===== config.mk =====
export PLATFORM = sky130hd
export DESIGN_NAME = sha256_wsched
export DESIGN_NICKNAME = d
export VERILOG_FILES = /design/src/rtl/sha256_wsched_pkg.sv /design/src/rtl/sha256_wsched_add4.sv /design/src/rtl/sha256_wsched.sv
export SDC_FILE = /design/constraint.sdc
export NUM_CORES = 1
export LEC_CHECK = 0
export BUFFER_PORTS_ARGS = -buffer_cell sky130_fd_sc_hd__buf_2
export CAP_MARGIN = 5
export CORE_ASPECT_RATIO = 1.4
export CORE_MARGIN = 4
export CORE_UTILIZATION = 55
export CTS_BUF_LIST = sky130_fd_sc_hd__clkbuf_2 sky130_fd_sc_hd__clkbuf_4 sky130_fd_sc_hd__clkbuf_8
export DETAILED_ROUTE_END_ITERATION = 10
export HOLD_SLACK_MARGIN = 0.08
export PLACE_DENSITY = 0.82
export SLEW_MARGIN = 20
export SYNTH_ARGS = -nofsm -noshare
export SYNTH_HDL_FRONTEND = slang
export SYNTH_HIERARCHICAL = 1
export SYNTH_SLANG_ARGS = --single-unit

===== constraint.sdc =====
create_clock -name CLK -period 3.65 [get_ports CLK]
set_input_delay 0.1825 -clock CLK [delete_from_list [all_inputs] [get_ports CLK]]
set_output_delay 0.1825 -clock CLK [all_outputs]
set_load 0.03 [all_outputs]

===== src/rtl/sha256_wsched_pkg.sv =====
// Shared constants, state encoding and sigma helpers for the SHA-256 message schedule.
package sha256_wsched_pkg;

  localparam int ROUNDS_DEF = 64;

  localparam int unsigned S0_R1 = 7;
  localparam int unsigned S0_R2 = 18;
  localparam int unsigned S0_SH = 3;
  localparam int unsigned S1_R1 = 17;
  localparam int unsigned S1_R2 = 19;
  localparam int unsigned S1_SH = 10;

  typedef enum logic {
    ST_LOAD   = 1'b0,
    ST_EXPAND = 1'b1
  } wsched_state_t;

  function automatic logic [31:0] rotr32(input logic [31:0] x, input int unsigned n);
    return (x >> n) | (x << (32 - n));
  endfunction

  function automatic logic [31:0] sigma0(input logic [31:0] x);
    return rotr32(x, S0_R1) ^ rotr32(x, S0_R2) ^ (x >> S0_SH);
  endfunction

  function automatic logic [31:0] sigma1(input logic [31:0] x);
    return rotr32(x, S1_R1) ^ rotr32(x, S1_R2) ^ (x >> S1_SH);
  endfunction

endpackage


===== src/rtl/sha256_wsched_add4.sv =====
// Combinational sigma1(a) + b + sigma0(c) + d, modulo 2^32.
// Synthesis path reduces the four operands with two carry-save layers before one carry-propagate add.
module sha256_wsched_add4
  import sha256_wsched_pkg::*;
(
  input  logic [31:0] i_a,
  input  logic [31:0] i_b,
  input  logic [31:0] i_c,
  input  logic [31:0] i_d,
  output logic [31:0] o_sum
);

  logic [31:0] w_s1;
  logic [31:0] w_s0;

  assign w_s1 = sigma1(i_a);
  assign w_s0 = sigma0(i_c);

`ifdef SIMULATION
  assign o_sum = w_s1 + i_b + w_s0 + i_d;
`else
  logic [31:0] w_sum1;
  logic [30:0] w_maj1;
  logic [31:0] w_car1;
  logic [31:0] w_sum2;
  logic [30:0] w_maj2;
  logic [31:0] w_car2;

  // Carries shifted out of bit 31 are dropped, which is exactly the mod 2^32 wrap.
  assign w_sum1 = w_s1 ^ i_b ^ w_s0;
  assign w_maj1 = (w_s1[30:0] & i_b[30:0]) | (w_s1[30:0] & w_s0[30:0]) | (i_b[30:0] & w_s0[30:0]);
  assign w_car1 = {w_maj1, 1'b0};

  assign w_sum2 = w_sum1 ^ w_car1 ^ i_d;
  assign w_maj2 = (w_sum1[30:0] & w_car1[30:0]) | (w_sum1[30:0] & i_d[30:0]) | (w_car1[30:0] & i_d[30:0]);
  assign w_car2 = {w_maj2, 1'b0};

  assign o_sum = w_sum2 + w_car2;
`endif

endmodule


===== src/rtl/sha256_wsched.sv =====
// SHA-256 message schedule: passes W[0..15] through, expands W[16..ROUNDS-1] from a 16-word shift buffer.
// Single registered output stage; advances when the output is empty or being consumed.
module sha256_wsched
  import sha256_wsched_pkg::*;
#(
  parameter int WIDTH  = 32,
  parameter int ROUNDS = ROUNDS_DEF
) (
  input  logic             CLK,
  input  logic             rst,
  input  logic [WIDTH-1:0] din,
  input  logic             in_valid,
  output logic             in_ready,
  output logic [WIDTH-1:0] dout,
  output logic             out_valid,
  input  logic             out_ready,
  output logic             out_last,
  output logic [5:0]       out_idx
);

  localparam logic [5:0] LAST_IDX  = 6'(ROUNDS - 1);
  localparam logic [5:0] LOAD_LAST = 6'd15;

  wsched_state_t    r_state;
  wsched_state_t    w_state_nxt;
  logic [5:0]       r_cnt;
  logic [WIDTH-1:0] r_buf [16];
  logic [WIDTH-1:0] w_sum;
  logic [WIDTH-1:0] w_word;
  logic             w_adv;
  logic             w_shift;

  // r_buf[0] is W[t-16], r_buf[15] is W[t-1].
  sha256_wsched_add4 u_add4 (
    .i_a   (r_buf[14]),
    .i_b   (r_buf[9]),
    .i_c   (r_buf[1]),
    .i_d   (r_buf[0]),
    .o_sum (w_sum)
  );

  assign w_adv = !out_valid || out_ready;

  always_comb begin
    w_state_nxt = r_state;
    in_ready    = 1'b0;
    w_shift     = 1'b0;
    w_word      = w_sum;
    case (r_state)
      ST_LOAD: begin
        in_ready = w_adv;
        w_shift  = w_adv && in_valid;
        w_word   = din;
        if (w_shift && (r_cnt == LOAD_LAST)) w_state_nxt = ST_EXPAND;
      end
      ST_EXPAND: begin
        w_shift = w_adv;
        if (w_shift && (r_cnt == LAST_IDX)) w_state_nxt = ST_LOAD;
      end
      default: w_state_nxt = ST_LOAD;
    endcase
  end

  always_ff @(posedge CLK or posedge rst) begin
    if (rst) begin
      r_state   <= ST_LOAD;
      r_cnt     <= '0;
      out_valid <= 1'b0;
      out_last  <= 1'b0;
      out_idx   <= '0;
      dout      <= '0;
    end else begin
      r_state <= w_state_nxt;
      if (w_shift) begin
        dout      <= w_word;
        out_idx   <= r_cnt;
        out_last  <= (r_cnt == LAST_IDX);
        out_valid <= 1'b1;
        r_cnt     <= (r_cnt == LAST_IDX) ? '0 : r_cnt + 6'd1;
      end else if (w_adv) begin
        out_valid <= 1'b0;
        out_last  <= 1'b0;
      end
    end
  end

  // Buffer contents are don't-care after reset, so no reset term here.
  always_ff @(posedge CLK) begin
    if (w_shift) begin
      for (int i = 0; i < 15; i++) r_buf[i] <= r_buf[i+1];
      r_buf[15] <= w_word;
    end
  end

endmodule


==> results of run 1 <==
[synth_stat cells (all sizes together), types with 14 or more instances]
cell and n:
edfxtp 512, xnor2 100, inv 99, mux2 71, fa 62, xor2 51, dfrtp 47, a21oi 34
ha 32, nand2 25, buf 15, o21ai 15, nor2 14
[worst max path at each step]
stage | end | depth (start not counted)
finish | dout[26]$_DFFE_PP0P_ | 18
global route | dout[28]$_DFFE_PP0P_ | 16
CTS | dout[31]$_DFFE_PP0P_ | 16
detailed placement | dout[31]$_DFFE_PP0P_ | 17
global placement | dout[31]$_DFFE_PP0P_ | 17
floorplan | dout[28]$_DFFE_PP0P_ | 16
[cell families after synthesis]
group | Yosys count | share of synthesized area, %
flip-flops | 559 | 75.2
XOR/XNOR | 151 | 6.01
buffers and inverters | 116 | 2.32
AO/OA/AOI/OAI | 95 | 3.03
adder cells (fa/ha/maj) | 94 | 7.46
AND/OR/NAND/NOR | 81 | 1.94
multiplexers | 71 | 4.06
[per-layer routing]
layer	up-vias	part of all wire (%)
li1	5136	-
met1	6014	39
met2	485	51
met3	112	5.7
met4	0	4.2
met5	-	0
[per-stage QoR]
step / cell area, sq um / hold slack (ns) / TNS, ns / setup slack (ns) / instances
global placement: 24600 / 0.400 / -35.01 / -1.22 / 1956
finish: 28400 / 0.351 / -34.51 / -0.898 / 2191
floorplan: 22100 / 0.291 / -5.53 / -0.384 / 1167
global route: 28400 / 0.349 / -38.97 / -0.974 / 2191
detailed placement: 24600 / 0.405 / -37.96 / -1.26 / 1956
CTS: 27500 / 0.327 / -28.08 / -0.770 / 2159
[registers in the layout (all words and copies together), names as in the netlist]
register	count
r_buf	512
dout	32
out_idx	6
r_cnt	6
out_last	1
out_valid	1
r_state	1
[layout by cell type, fill, tap and decap left out, types with 8 or more instances in the layout]
cell	instances
inv_1	87
nor2_1	8
buf_6	38
buf_4	215
dlygate4sd3_1	36
a21oi_1	11
buf_2	76
a21o_1	13
xnor2_1	66
clkbuf_8	81
dfrtp_1	46
clkinv_1	13
xnor2_2	29
mux2_1	8
clkbuf_4	26
nand4_1	9
a21oi_4	9
buf_12	11
xor2_2	10
ha_1	8
edfxtp_1	512
mux2_4	62
a21oi_2	14
ha_4	21
nand2_1	18
fa_1	59
xor2_1	36
inv_2	12
[layout make-up]
class                      instances  area (sq um)  area share, %
clock buffer                     107          1310           4.61
multi-input combinational        492          6270           22.0
inverter                          99           372           1.31
timing repair buffer             376          3000           10.6
tap                              528           661           2.32
clock inverter                    30           263          0.924
sequential                       559         16600           58.2
[critical path: stages (launching register included)]
cell and delay (ns):
edfxtp_1 0.45, buf_6 0.17, xnor2_4 0.14, xnor2_2 0.16, fa_1 0.53, inv_2 0.05
fa_1 0.53, inv_2 0.08, ha_4 0.24, a21o_1 0.19, nand4_1 0.19, a311oi_4 0.12
buf_6 0.15, o311a_4 0.34, a31oi_4 0.28, o21bai_1 0.13, xnor2_1 0.16, mux2_4 0.29
mux2_4 0.26
[what timing repair did]
item,CTS,global route
cloned,0,0
setup endpoints to repair,53,56
hold buffers,36,0
endpoints found under the hold margin,117,0
gates resized for setup,119,127
buffers inserted,38,40
pin swaps,66,94
==> qor.yml, run 1 <==
outcome:
  status: "finished, violations left"
  violations: "negative setup slack"
detailed_routing:
  dr.pass1.iters: 5
  via_per_inst: 5.36
  routed_wl_microns: 53200
  first_iter_violations: 1067
  drc: 0
  wl_per_cell_microns: 24.3
  drtAntennaViolNets: 0
  vias: 11700
global_routing:
  overflow: 0
  antenna_found_initial: 0
  grt.busiest_layer: "met2"
  grt_max_degree: 73
  met2_usage_pct: 39.6
  grt_util_met1_pct: 30.0
  use_met3_pct: 5.05
  grt_pass1_vias: 12300
  grt_pass1_wl_microns: 74500
  grt_usage_pct: 23.7
setup_path:
  crit_path_end_kind: "register"
  crit_start: "r_buf[1][213]$_DFFE_PP_"
  r2r_start: "r_buf[1][213]$_DFFE_PP_"
  critPathMaxFanout: 3
  cp-start-kind: "register"
  r2r_end: "dout[26]$_DFFE_PP0P_"
  cp.arrival_ns: 5.10
  required_ns: 4.20
  critical_path_class: "reg2reg"
  rrSetupSlack_ns: -0.90
  reg2reg_depth: 18
floorplanning:
  num_io_pins: 77
  die_h_microns: 245
  core_area_sq_um: 39500
  die_width_microns: 177
  rows: 86
  dieArea_sq_um: 43300
  start_util_pct: 55.7
clock_network:
  numCtsBuffers: 80
  clkLatencyLatePin_ns: 0.66
  clk_pin_slew_ns: 0.06
  htreeDepth: 3
  cts_tree: "built"
  clock-root-buffer: "clkbuf_8"
  clkSinkCount: 559
  cts_max_path_buffers: 3
cells_and_area:
  final_util_pct: 72.0
  n_antenna_cell: 0
  layout.nets: 1738
  num-fill-cells: 2216
  syn_to_final_growth_pct: 29.1
  layout-drive-gt1-share_pct: 41.1
placed_design:
  hpwl_microns: 34200
  io_buffers: 76
  globalplace.congestion: 0.944
yosys:
  yosysSeqAreaShare_pct: 75.2
  synth_edf_count: 512
  ys_ff_latch: 559
  synth_area_leaders: "edfxtp_1, fa_1, dfrtp_1"
  syn_avg_cell_area_sq_um: 18.9
  syn_inst: 1167
  yosys.area.top_type: "edfxtp_1"
  synth_top_area_share_pct: 69.8
  synth-main-ff-cell: "edfxtp_1"
  yosysUniqueCellTypes: 59
  syn_area_sq_um: 22000
  synth_nets: 1297
  ys_warn_count: 6
  ys_async_sr_fraction_pct: 8.41
sta:
  layout_setup_ws_ns: -0.898
  rsz0062_at_grt: "true"
  final_max_slew_viol_count: 0
  setup_viol: 55
  tightest_slew_ns: 1.04
  post-route-min-period_ns: 4.55
  fin_skew_ns: 0.0447
  slew_headroom_pct: 30.8
  fin_crit_sh_pct: 125
  clock.fmax_mhz: 220
  hold_violations: 0
job:
  cap_viol_max_count: 0
worst_hold_path:
  hold_class: "in2async"
Power of run 1 is left out: the tool's default activity adds up to more than one toggle a clock period on the data nets, which glitch-free logic cannot reach.
==> run 2: changes to the inputs <==
--- a/config.mk
+++ b/config.mk
@@ -9,11 +9,11 @@
 export CAP_MARGIN = 5
 export CORE_ASPECT_RATIO = 1.4
 export CORE_MARGIN = 4
-export CORE_UTILIZATION = 55
+export CORE_UTILIZATION = 40
 export CTS_BUF_LIST = sky130_fd_sc_hd__clkbuf_2 sky130_fd_sc_hd__clkbuf_4 sky130_fd_sc_hd__clkbuf_8
 export DETAILED_ROUTE_END_ITERATION = 10
 export HOLD_SLACK_MARGIN = 0.08
-export PLACE_DENSITY = 0.82
+export PLACE_DENSITY = 0.65
 export SLEW_MARGIN = 20
 export SYNTH_ARGS = -nofsm -noshare
 export SYNTH_HDL_FRONTEND = slang
==> run 2 against run 1 <==
Routed wire length is 9.3% lower; worst hold slack worse by 0.22 ns; critical path depth is 1 higher; via count is 5.6% lower; first-iteration DRC count is 31% lower; cell count is 8.1% higher; global-route usage is 7.1 points lower; the flow still finishes with violations (negative setup slack).
==> qor.yml, run 2 (synthesis gave the netlist of run 1 again) <==
outcome:
  status: "finished, violations left"
  violations: "negative setup slack"
cells_and_area:
  layout.nets: 1719
  regMostFlops: "r_buf"
  reg.largest.list: "r_buf: 512 flops, dout: 32 flops"
  final_cell_mix: "edfxtp_1, buf_4, inv_1"
  syn_to_final_growth_pct: 28.0
  final_common_cell: "edfxtp_1"
  largest_reg_flops: 512
  layout-drive-gt1-share_pct: 40.0
sta:
  layout_setup_ws_ns: -0.782
  fin_crit_sh_pct: 121
  post-route-min-period_ns: 4.43
  tightest_slew_ns: 0.669
  final_max_slew_viol_count: 0
  setup_viol: 51
  slew_headroom_pct: 55.4
  fin_skew_ns: 0.0273
  clock.fmax_mhz: 226
  rsz0062_at_grt: "true"
  setup_tns_ns: -28.28
  hold_violations: 0
floorplanning:
  core_area_sq_um: 54300
  die_width_microns: 206
  rows: 101
  num_io_pins: 77
  dieArea_sq_um: 58900
  start_util_pct: 40.5
  die_h_microns: 286
clock_network:
  clock-root-buffer: "clkbuf_8"
  numCtsBuffers: 80
  clk_pin_slew_ns: 0.07
  cts_max_path_buffers: 3
  cts_tree: "built"
  clkSinkCount: 559
  htreeDepth: 3
  clkLatencyLatePin_ns: 0.64
detailed_routing:
  wl_per_cell_microns: 20.4
  drtAntennaViolNets: 0
  vias: 11100
  met1_length_microns: 19400
  dr.pass1.iters: 5
  routed_wl_microns: 48300
  first_iter_violations: 733
  highest-signal-layer: "met4"
  via_per_inst: 4.68
  wl_met2_microns: 25000
  drc: 0
  met3_length_microns: 1890
placed_design:
  globalplace.congestion: 0.910
  io_buffers: 76
  hpwl_microns: 33100
  place_ws_ns: -1.08
global_routing:
  grt_pass1_vias: 11900
  antenna_found_initial: 1
  grt_usage_pct: 16.6
  overflow: 0
  grt_max_degree: 117
  grt_pass1_wl_microns: 72800
setup_path:
  critical_path_class: "reg2reg"
  cp.arrival_ns: 4.96
  required_ns: 4.18
  crit_path_end_kind: "register"
  cp-start-kind: "register"
  critPathMaxFanout: 4
worst_hold_path:
  hold_class: "in2async"
job:
  cap_viol_max_count: 0
==> run 2: routing by layer <==
| metal | track usage [%] | up-vias |
|---|---|---|
| met5 | 0 | - |
| met4 | 6.77 | 0 |
| met3 | 2.64 | 98 |
| met2 | 29.1 | 308 |
| met1 | 20.4 | 5594 |
| li1 | - | 5094 |
==> run 2: final timing paths <==
path                                         start                       to  slack (ns)  cells past startpoint
setup / recovery            r_buf[0][49]$_DFFE_PP_     dout[17]$_DFFE_PP0P_       -0.78                     19
hold / removal                                 rst      dout[0]$_DFFE_PP0P_        0.13                      3
setup reg to reg            r_buf[0][49]$_DFFE_PP_     dout[17]$_DFFE_PP0P_       -0.78                     19
hold reg to reg            r_buf[0][137]$_DFFE_PP_  r_buf[0][105]$_DFFE_PP_        0.41                      0
max in group asynchronous                      rst     dout[28]$_DFFE_PP0P_        2.77                      4
min in group CLK                            din[5]  r_buf[1][229]$_DFFE_PP_        0.39                      3
==> run 2: stage by stage <==
step | instance area (sq um) | hold WS, ns | std cells | utilization (%)
floorplan | 22100 | 0.291 | 1167 | -
global placement | 24800 | 0.232 | 2151 | 45.7
detailed placement | 24800 | 0.231 | 2151 | 45.7
CTS | 27500 | 0.0867 | 2351 | 50.7
global route | 28200 | 0.129 | 2369 | 51.9
finish | 28200 | 0.130 | 2369 | 51.9
==> run 2: cell type report <==
cell class	count	area, sq um
fillers	4417	26200
flip-flops and latches	559	16600
multi-input cells	492	6110
repair buffers	357	2730
clock buffers	109	1350
well taps	721	902
inverters	99	372
clock inverters	31	159
diodes	1	2.50
==> run 2: timing repair <==
action / CTS / global route
cloned: 0 / 0
hold buffers: 36 / 0
setup buffers: 32 / 22
pin swaps: 53 / 73
resized for setup: 119 / 91
setup endpoints to repair: 52 / 53
endpoints found under the hold margin: 119 / 0
==> run 2: critical path: stages, from the launching register on <==
cell,delay (ns)
edfxtp_1,0.51
xor2_2,0.23
xnor2_2,0.28
buf_4,0.18
fa_2,0.44
fa_1,0.54
inv_2,0.06
ha_4,0.27
and3_4,0.18
nand4_1,0.13
a21oi_2,0.19
buf_6,0.16
o21bai_4,0.07
nor2_4,0.12
buf_6,0.14
buf_6,0.10
nor2_4,0.03
xnor2_1,0.13
mux2_4,0.29
mux2_4,0.26
Power of run 2 is left out for the same reason.
